### config.mk
export PLATFORM = sky130hd
export DESIGN_NAME = instr_dispatch
export DESIGN_NICKNAME = d
export VERILOG_FILES = /design/src/rtl/instr_dispatch.sv
export SDC_FILE = /design/constraint.sdc
export NUM_CORES = 1
export LEC_CHECK = 0
export CORE_MARGIN = 5
export CORE_UTILIZATION = 39
export DETAILED_ROUTE_END_ITERATION = 7
export PLACE_DENSITY = 0.79
export SLEW_MARGIN = 5
export SYNTH_ARGS = -nofsm -noshare
export SYNTH_HDL_FRONTEND = slang
export SYNTH_SLANG_ARGS = --single-unit
### constraint.sdc
create_clock -name clk -period 1.8 [get_ports clk]
set_input_delay 0.27 -clock clk [delete_from_list [all_inputs] [get_ports clk]]
set_output_delay 0.27 -clock clk [all_outputs]
set_load 0.05 [all_outputs]
### src/rtl/instr_dispatch.sv
// Instruction dispatch stage: decodes fetched instructions, issues commands to
// accelerator units over valid/ready, tracks unit busy flags, barriers and HALT.
module instr_dispatch #(
  parameter int NUM_UNITS = 4,
  parameter int PAYLOAD_W = 26
) (
  input  logic                 clk,
  input  logic                 rst_n,
  input  logic [31:0]          instr,
  input  logic                 instr_vld,
  input  logic                 start,
  output logic                 inc_pc,
  output logic [NUM_UNITS-1:0] cmd_vld,
  input  logic [NUM_UNITS-1:0] cmd_rdy,
  output logic [PAYLOAD_W-1:0] cmd_data,
  input  logic [NUM_UNITS-1:0] unit_done,
  output logic [NUM_UNITS-1:0] busy,
  output logic                 halted,
  output logic                 err
);

  typedef enum logic [2:0] {
    S_BOOT,
    S_DECODE,
    S_ISSUE,
    S_BARRIER,
    S_HALTED,
    S_RETIRE
  } state_t;

  localparam logic [3:0] OP_NOP  = 4'h0;
  localparam logic [3:0] OP_CMD  = 4'h1;
  localparam logic [3:0] OP_WAIT = 4'h2;

  state_t               state, state_next;
  logic [1:0]           unit;
  logic [NUM_UNITS-1:0] unit_oh;
  logic [NUM_UNITS-1:0] accept;
  logic [NUM_UNITS-1:0] wait_mask;
  logic                 capture;
  logic                 set_err;
  logic                 is_halt;

  assign is_halt   = instr[30] & instr[29];
  // The captured payload doubles as the barrier mask for WAIT instructions.
  assign wait_mask = cmd_data[NUM_UNITS-1:0];

  always_comb begin
    unit_oh       = '0;
    unit_oh[unit] = 1'b1;
  end

  // A command is only offered once the target unit has drained its previous one.
  assign cmd_vld = (state == S_ISSUE && !busy[unit]) ? unit_oh : '0;
  assign accept  = cmd_vld & cmd_rdy;
  assign inc_pc  = (state == S_RETIRE);
  assign halted  = (state == S_BOOT) || (state == S_HALTED);

  // NOTE: every signal driven here gets a default first so no path infers a latch.
  always_comb begin
    state_next = state;
    capture    = 1'b0;
    set_err    = 1'b0;
    unique case (state)
      S_BOOT:    if (start) state_next = S_DECODE;
      S_DECODE: begin
        if (instr_vld) begin
          capture = 1'b1;
          if (is_halt) begin
            state_next = S_HALTED;
          end else begin
            unique case (instr[31:28])
              OP_NOP:  state_next = S_RETIRE;
              OP_CMD:  state_next = S_ISSUE;
              OP_WAIT: state_next = S_BARRIER;
              default: begin
                set_err    = 1'b1;
                state_next = S_RETIRE;
              end
            endcase
          end
        end
      end
      S_ISSUE:   if (|accept) state_next = S_RETIRE;
      S_BARRIER: if ((busy & wait_mask) == '0) state_next = S_RETIRE;
      S_HALTED:  if (start) state_next = S_RETIRE;
      S_RETIRE:  state_next = S_DECODE;
      default:   state_next = S_BOOT;
    endcase
  end

  // NOTE: sequential state uses non-blocking assignments so all registers
  // update together from pre-edge values.
  always_ff @(posedge clk or negedge rst_n) begin
    if (!rst_n) begin
      state    <= S_BOOT;
      unit     <= '0;
      cmd_data <= '0;
      busy     <= '0;
      err      <= 1'b0;
    end else begin
      state <= state_next;
      // Accept wins over a coincident done on the same unit.
      busy  <= (busy & ~unit_done) | accept;
      err   <= err | set_err;
      if (capture) begin
        unit     <= instr[27:26];
        cmd_data <= instr[PAYLOAD_W-1:0];
      end
    end
  end

endmodule

==> impl_metrics.ini <==
[outcome]
status = finished with violations
violations = negative setup slack

[floorplanning]
dieArea_um2 = 5450
placementRows = 23
die_h_um = 73.8
die_w_um = 73.8
ioPinCount = 81
core_area_um2 = 3970
start_util_pct = 40.0

[power]
ir_worst_vdd_mv = 1.26
power_mw = 5.35
p_per_area_nw_per_um2 = 1830
leakagePower_nw = 1.26

[drt]
ant_nets = 0
wl_per_cell_um = 17.7
drc = 0
firstDrtPassIters = 4
post_drt_via_cell_ratio = 5.25
routed_wl_um = 4760
num_vias = 1411
drt-initial-drc-count = 33

[setup_path]
endpoint_kind = output port
critPathKind = flip-flop to output port
cp_slowest_cell = or4b_4
cp_num_buf_inv = 1
startpoint = state[0]
cp_num_cells = 3
crit_chain = or4b_4, nor3b_4, buf_12
start_kind = flip-flop
cp.required_ns = 1.53
cp_top_family = simple AND/OR/NAND/NOR gates
worstRegToRegCells = 8
crit_fanout = 3
cp.arrival_ns = 1.71
slowest_delay_ns = 0.60
r2r_start = state[0]

[timing]
finalMaxSlewViolations = 0
min_period_ns = 1.98
tightestPinTransition_ns = 0.773
finalSetupViolations = 17
worst_slack_ns = -0.179
hold_ws_ns = 0.0571
rsz0062_at_grt = yes
relSlewSlack_pct = 48.5
hold_viol = 0
fin_worst_skew_ns = 0.00613
max_freq_ghz = 0.505
finalCritPeriodShare_pct = 110

[synthesis]
netlist_area_um2 = 1590
synth_cells = 117
syn-num-nets = 161
synthArstFlopShare_pct = 100
syn_area_per_cell_um2 = 13.6
synth_edf_count = 0
synth.yosys.seq_area_share_pct = 56.7
ys_ff_latch = 36
synth_ff_type = dfrtp_1
yosysUniqueCellTypes = 35
ys.warnings.count = 0

[final_layout]
nNetsFinal = 262
diodes = 0
areaGrowthSynthToFinish_pct = 83.5
layout.cells.non_filler = 269
design_area_um2 = 2910
fill_cells = 264
final_layout_size_suffix_gt1_share_pct = 33.8

[grt]
grt_pass1_wl_um = 7280
antenna_found_initial = 0
grt_pass1_vias = 1527
grt_busiest_layer = met2
track_usage_pct = 17.8
grt_max_degree = 37
grt.met1_usage_pct = 18.2
grtUsageMet3_pct = 8.62
grt_overflow = 0
use_met2_pct = 31.4

[job]
maxCapViolations = 0

[clocking]
h-tree-depth = 2
path_clk_slew_ns = 0.07
cts_made_buffers = 5
clk_path_buf_depth = 2
cts_hold_buf = 0
clockRootBuffer = clkbuf_8
cts_tree = yes
clkSinkCount = 36
clock_insertion_delay_worst_skew_ns = 0.29

[place]
placed_area_um2 = 2550
gp_congestion = 0.891
portBuffers = 80
numPlacedInstances = 248
dp_hpwl_um = 3270

[hold_path]
min_path_type = primary input to async pin
logic make-up after synthesis:
logic type      share of synthesized area (%)
flops                                    56.7
simple gates                             9.46
compound gates                           10.0
buf+inv                                  3.39
mux                                      19.9
xor+xnor                                0.552
placed cells by master (no fill, tap or decap), drive strengths merged, types with 2 or more instances in the layout:
cell and n:
nor4b 2, buf 30, nor3b 2, a32o 2, o41ai 2, dlymetal6s2s 2, clkdlybuf4s50 65, a22o 3
o21ai 2, mux2 28, nand2 5, clkbuf 8, a21oi 2, dfrtp 36, inv 6, nor2 4
nor3 3, a21o 2
power by group:
part	total (mW)	switching, mW	internal (mW)
clock	0.688	0.278	0.411
combinational	3.24	1.79	1.45
sequential	1.42	0.258	1.16
Yosys cell counts, drive strengths merged, types with 2 or more instances:
cell   count  area share (%)
dfrtp     36              57
mux2      28              20
inv        6             1.4
nand2      5             1.2
buf        4             1.7
nor2       4            0.95
a22o       3             1.7
nor3       3             1.3
a21o       2            0.95
a21oi      2            0.63
a32o       2             1.3
nor3b      2             1.3
nor4b      2             1.5
o21ai      2            0.63
o41ai      2             1.6
through the flow:
| step | worst slack, ns | util (%) | TNS (ns) |
|---|---|---|---|
| 4_1_cts | -0.173 | 69.2 | -0.492 |
| 5_1_grt | -0.238 | 73.4 | -1.89 |
| 3_5_place_dp | 0.0668 | 64.3 | 0 |
| 6_report | -0.179 | 73.4 | -0.797 |
| 3_3_place_gp | 0.114 | 64.3 | 0 |
| 2_1_floorplan | -0.00777 | - | -0.00777 |
timing repair:
item,in CTS,in global routing
setup endpoints to repair,4,20
pin swaps,5,4
buffers inserted,9,2
cloned,0,2
resized for setup,7,27
metal layers:
metal | wire (µm) | part of all wire, % | vias up
li1 | - | - | 633
met1 | 1760 | 37 | 688
met2 | 2330 | 49 | 80
met3 | 574 | 12 | 10
met4 | 95 | 2.0 | 0
met5 | 0 | 0 | -
layout make-up:
cell class	instances	area, µm²	area share (%)
inverter	6	32.5	1.12
timing repair buffer	99	1040	35.8
multi-input combinational	70	767	26.3
tap	50	62.6	2.15
sequential	36	901	30.9
clock buffer	6	72.6	2.49
clock inverter	2	35.0	1.20
sequential cells by signal (all words and copies together), names as in the netlist:
name      cells
err           1
unit          2
cmd_data     26
state         3
busy          4
worst paths after layout:
check	endpoint	slack (ns)
min in group clk	cmd_data[8]	0.48
max in group asynchronous	cmd_data[19]	1.25
worst max-delay path	cmd_vld[2]	-0.18
worst min register to register	cmd_data[8]	0.48
worst min-delay path	unit[1]	0.06
worst max register to register	cmd_data[22]	-0.03
Power figures use the tool's default switching activity.
